### src/rtl/seq_pattern_detector.sv
// rtl/seq_pattern_detector.sv - serial MSB-first pattern detector with overlap/non-overlap matching.
// Optional match counter is built only when SEQ_PATTERN_DETECTOR_COUNT_EN is defined.
module seq_pattern_detector #(
   parameter int             DATA_W  = 16,
   parameter int             PAT_W   = 4,
   parameter logic [PAT_W-1:0] PATTERN = 4'b1101,
   parameter int             CNT_W   = 5
) (
   input  logic                      clk,
   input  logic                      rst,
   input  logic                      load,
   input  logic [DATA_W-1:0]         data,
   input  logic                      overlap,
   output logic                      busy,
   output logic                      match,
   output logic [$clog2(DATA_W)-1:0] match_pos,
   output logic                      done,
   output logic [CNT_W-1:0]          match_count
);

   localparam int IDX_W  = $clog2(DATA_W);
   localparam int FILL_W = $clog2(PAT_W + 1);
   localparam logic [IDX_W-1:0] LAST_IDX = IDX_W'(DATA_W - 1);

   typedef enum logic [1:0] {
      IDLE  = 2'd0,
      SHIFT = 2'd1,
      DONE  = 2'd2
   } state_t;

   state_t              state_q, state_n;
   logic [DATA_W-1:0]   sreg_q, sreg_n;
   logic                ovl_q, ovl_n;
   logic [PAT_W-2:0]    hist_q, hist_n;
   logic [FILL_W-1:0]   fill_q, fill_n, fill_sat;
   logic [IDX_W-1:0]    idx_q, idx_n;
   logic                match_q, match_n;
   logic [IDX_W-1:0]    pos_q, pos_n;
   logic                done_q, done_n;
   logic [PAT_W-1:0]    new_hist;
   logic                hit;

   // Window formed by the bit consumed this cycle; hit needs a full window of valid bits.
   assign new_hist = {hist_q, sreg_q[DATA_W-1]};
   assign fill_sat = (int'(fill_q) >= PAT_W) ? fill_q : fill_q + 1'b1;
   assign hit      = (state_q == SHIFT) && (int'(fill_q) + 1 >= PAT_W) && (new_hist == PATTERN);

   always_ff @(posedge clk) begin
      if (rst) begin
         state_q <= IDLE;
         sreg_q  <= '0;
         ovl_q   <= 1'b0;
         hist_q  <= '0;
         fill_q  <= '0;
         idx_q   <= '0;
         match_q <= 1'b0;
         pos_q   <= '0;
         done_q  <= 1'b0;
      end else begin
         state_q <= state_n;
         sreg_q  <= sreg_n;
         ovl_q   <= ovl_n;
         hist_q  <= hist_n;
         fill_q  <= fill_n;
         idx_q   <= idx_n;
         match_q <= match_n;
         pos_q   <= pos_n;
         done_q  <= done_n;
      end
   end

   always_comb begin
      state_n = state_q;
      sreg_n  = sreg_q;
      ovl_n   = ovl_q;
      hist_n  = hist_q;
      fill_n  = fill_q;
      idx_n   = idx_q;
      match_n = 1'b0;
      pos_n   = pos_q;
      done_n  = 1'b0;
      case (state_q)
         IDLE: begin
            if (load) begin
               sreg_n  = data;
               ovl_n   = overlap;
               hist_n  = '0;
               fill_n  = '0;
               idx_n   = '0;
               state_n = SHIFT;
            end
         end
         SHIFT: begin
            sreg_n = {sreg_q[DATA_W-2:0], 1'b0};
            hist_n = new_hist[PAT_W-2:0];
            idx_n  = idx_q + 1'b1;
            fill_n = fill_sat;
            if (hit) begin
               match_n = 1'b1;
               pos_n   = idx_q;
               // Non-overlap: history bits stay, but they no longer count toward the next window.
               if (!ovl_q) fill_n = '0;
            end
            if (idx_q == LAST_IDX) begin
               state_n = DONE;
               done_n  = 1'b1;
            end
         end
         DONE: begin
            state_n = IDLE;
         end
         default: begin
            state_n = IDLE;
         end
      endcase
   end

   assign busy      = (state_q != IDLE);
   assign match     = match_q;
   assign match_pos = pos_q;
   assign done      = done_q;

`ifdef SEQ_PATTERN_DETECTOR_COUNT_EN
   logic [CNT_W-1:0] count_q, count_n;

   always_comb begin
      count_n = count_q;
      if (state_q == IDLE && load) begin
         count_n = '0;
      end else if (hit && count_q != {CNT_W{1'b1}}) begin
         count_n = count_q + 1'b1;
      end
   end

   always_ff @(posedge clk) begin
      if (rst) begin
         count_q <= '0;
      end else begin
         count_q <= count_n;
      end
   end

   assign match_count = count_q;
`else
   assign match_count = '0;
`endif

endmodule
### config.mk
export PLATFORM = sky130hd
export DESIGN_NAME = seq_pattern_detector
export DESIGN_NICKNAME = d
export VERILOG_FILES = /design/src/rtl/seq_pattern_detector.sv
export SDC_FILE = /design/constraint.sdc
export NUM_CORES = 1
export LEC_CHECK = 0
export CAP_MARGIN = 20
export CORE_MARGIN = 5
export CORE_UTILIZATION = 45
export CTS_CLUSTER_SIZE = 12
export DETAILED_ROUTE_END_ITERATION = 16
export PLACE_DENSITY = 0.71
export SKIP_LAST_GASP = 1
export SLEW_MARGIN = 20
export SYNTH_ARGS = -nofsm -noshare
export SYNTH_HDL_FRONTEND = slang
export SYNTH_SLANG_ARGS = --single-unit
### constraint.sdc
create_clock -name clk -period 4 [get_ports clk]
set_input_delay 0.4 -clock clk [delete_from_list [all_inputs] [get_ports clk]]
set_output_delay 0.4 -clock clk [all_outputs]
set_load 0.01 [all_outputs]
==> flow_metrics.tcl <==
set metrics [dict create \
    outcome "finished clean" \
    rr_startpoint "state_q[0]" \
    fin_crit_ns 1.93 \
    via_per_inst 5.18 \
    synthFlopType "dfxtp_1" \
    placed_area_mm2 0.00186 \
    holdPathEnd "sreg_q[6]" \
    ys.warnings.count 0 \
    maxSlewViolCount 0 \
    rr_endpoint "sreg_q[13]" \
    die_width_um 70.6 \
    design_area_mm2 0.00198 \
    seq_area_frac_synth 0.425 \
    r2r_cells 4 \
    grt_pass1_vias 1278 \
    worstPathArrival_ns 1.53 \
    wl_per_cell_um 13.1 \
    setup_viol 0 \
    portBuffers 26 \
    critPathLaunchType "register" \
    clk_pin_slew_ns 0.07 \
    fin_util 0.550 \
    end_kind "primary output" \
    synthArstFlopShare 0 \
    drive_gt1_frac 0.163 \
    final_cells 250 \
    drv_cap 0 \
    hold_class "register to register" \
    start_util 0.458 \
    postSynthAreaPerCell_um2 9.17 \
    synth_area_mm2 0.00165 \
    antenna_cells 0 \
    drt_pass1_iterations 4 \
    final_hold_viol_count 0 \
    cts_sinks 35 \
    p_per_area_mw_per_mm2 400 \
    vias 1295 \
    synth-seq-cells 35 \
    grt_pass1_wl_um 5620 \
    clock_latency_ns 0.27 \
    slew_headroom 0.491 \
    wl_um 3290 \
    htree_levels 2 \
    min_path_cells 2 \
    leakage_nw 0.733 \
    dp_hpwl_um 2300 \
    ant_nets 0 \
    core_mm2 0.00361 \
    dp_cells 242 \
    slowest_delay_ns 0.56 \
    dieArea_mm2 0.00498 \
    crit_type "register to primary output" \
    antenna_found_initial 0 \
    place.gp.congestion 0.780 \
    cts_buffer_depth 2 \
    critPathTopFamily "flip-flops" \
    ctsResizeCount 0 \
    synth_top_area_share 0.425 \
    areaGrowthSynthToFinish_pct 20.1 \
    critPathSlowestCell "dfxtp_1" \
    drc 0 \
    ir_worst_vdd_mv 0.212 \
    path_cells "or2_2, clkdlybuf4s50_1" \
    fmax_mhz 517 \
    hold_start "sreg_q[5]" \
    setup_tns_ns 0 \
    root_buffer "clkbuf_8" \
    ys_top_cells_by_count "dfxtp_1 (35), nor2_1 (35), nand2_1 (23)" \
    pre_cts_ws_ns 1.84 \
    pin_count 32 \
    synth_cell_type_count 35 \
    fin_crit_sh 0.484 \
    rsz0062_at_grt "no" \
    cts_tree "done" \
    grt_start_max_net_pins 33 \
    netlist_top_cells_area "dfxtp_1 (42%), nor2_1 (8.0%), a311oi_2 (6.4%)" \
    nets 224 \
    finClkSkew_ns 0.00571 \
    syn-instance-count 180 \
    worst_slack_ns 2.07 \
    crit_required_ns 3.60 \
    synth_top_cell_by_area "dfxtp_1" \
    cp_max_fo 9 \
    die_h_um 70.6 \
    cts-hold-fix-buffers 0 \
    grt-ovfl-total 0 \
    post_cts_buffers 0 \
    num_rows 22 \
    cts_buffers 5 \
    worst-r2r-setup-slack_ns 2.22 \
    worst_pin_slew_ns 0.762 \
    synth_edf_count 0 \
    path_buf_inv 1 \
    track_usage 0.139 \
    drt_iter0_markers 84 \
]
-- sequential cells by signal, indices dropped and copies added, names as in the netlist --
register and count:
done 1, fill_q 3, hist_q 3, idx_q 4, match 1, match_pos 4, ovl_q 1, sreg_q 16
state_q 2
-- power by group --
part / switching [mW] / internal [mW]
clock: 0.119 / 0.202
sequential: 0.0135 / 0.366
combinational: 0.0494 / 0.0431
total: 0.182 / 0.611
-- how the worst max path moves through the flow --
| stage | depth (start not counted) | end | start |
|---|---|---|---|
| after floorplan | 7 | match_pos[2] | fill_q[0] |
| after global placement | 5 | fill_q[2] | rst |
| after detailed placement | 5 | fill_q[0] | rst |
| after CTS | 2 | busy | state_q[0] |
| after global routing | 2 | busy | state_q[0] |
| final | 2 | busy | state_q[0] |
-- metal layers --
| layer | part of all wire | global-route usage |
|---|---|---|
| met5 | 0 | 0 |
| met4 | 0.0082 | 0.0438 |
| met3 | 0.040 | 0.0497 |
| met2 | 0.52 | 0.241 |
| met1 | 0.43 | 0.160 |
-- logic make-up after synthesis --
family	share of synthesized area
compound gates	0.180
fa+ha+maj	0.0227
buf+inv	0.0895
flops	0.425
mux	0.0500
other cells	0.00227
simple gates	0.230
-- placed cells by master, fill, tap and decap left out --
cell,count
nor3b_1,1
nor3_1,5
clkbuf_8,6
nand3_1,2
o21ai_1,1
nand3b_1,1
a211oi_1,1
nor3_4,1
nand2_2,7
a22oi_1,6
o21bai_2,1
nand2b_4,1
o2bb2ai_1,3
a311oi_1,8
mux2_2,2
nor2_1,35
a311oi_2,7
buf_4,2
clkdlybuf4s50_1,26
a31oi_2,1
clkinv_2,1
nor2_4,1
or2_1,1
or2_2,1
conb_1,5
dfxtp_1,35
nand2b_1,1
ha_1,3
inv_2,1
mux2i_1,6
a21oi_1,3
bufinv_16,1
nand4b_1,1
inv_1,2
nand2_1,23
-- worst min-delay path: cells and delay by family, from the launching register on --
family / cells / cell delay (ns)
compound gates: 1 / 0.07
flops: 1 / 0.31
simple gates: 1 / 0.05
-- final cells by class --
class                      instances  area, µm²
fill                             342       1620
sequential                        35        701
clock buffer                       6       82.6
timing repair buffer              28        275
multi-input combinational        128        817
clock inverter                     2       35.0
inverter                           3       11.3
tap                               48       60.1
-- stage by stage --
stage | hold slack, ns | total power, mW
after floorplan | 0.452 | 0.455
after global placement | 0.463 | 0.475
after detailed placement | 0.468 | 0.480
after CTS | 0.477 | 0.801
after global routing | 0.517 | 0.833
final | 0.478 | 0.793
(Power assumes the default switching activity.)
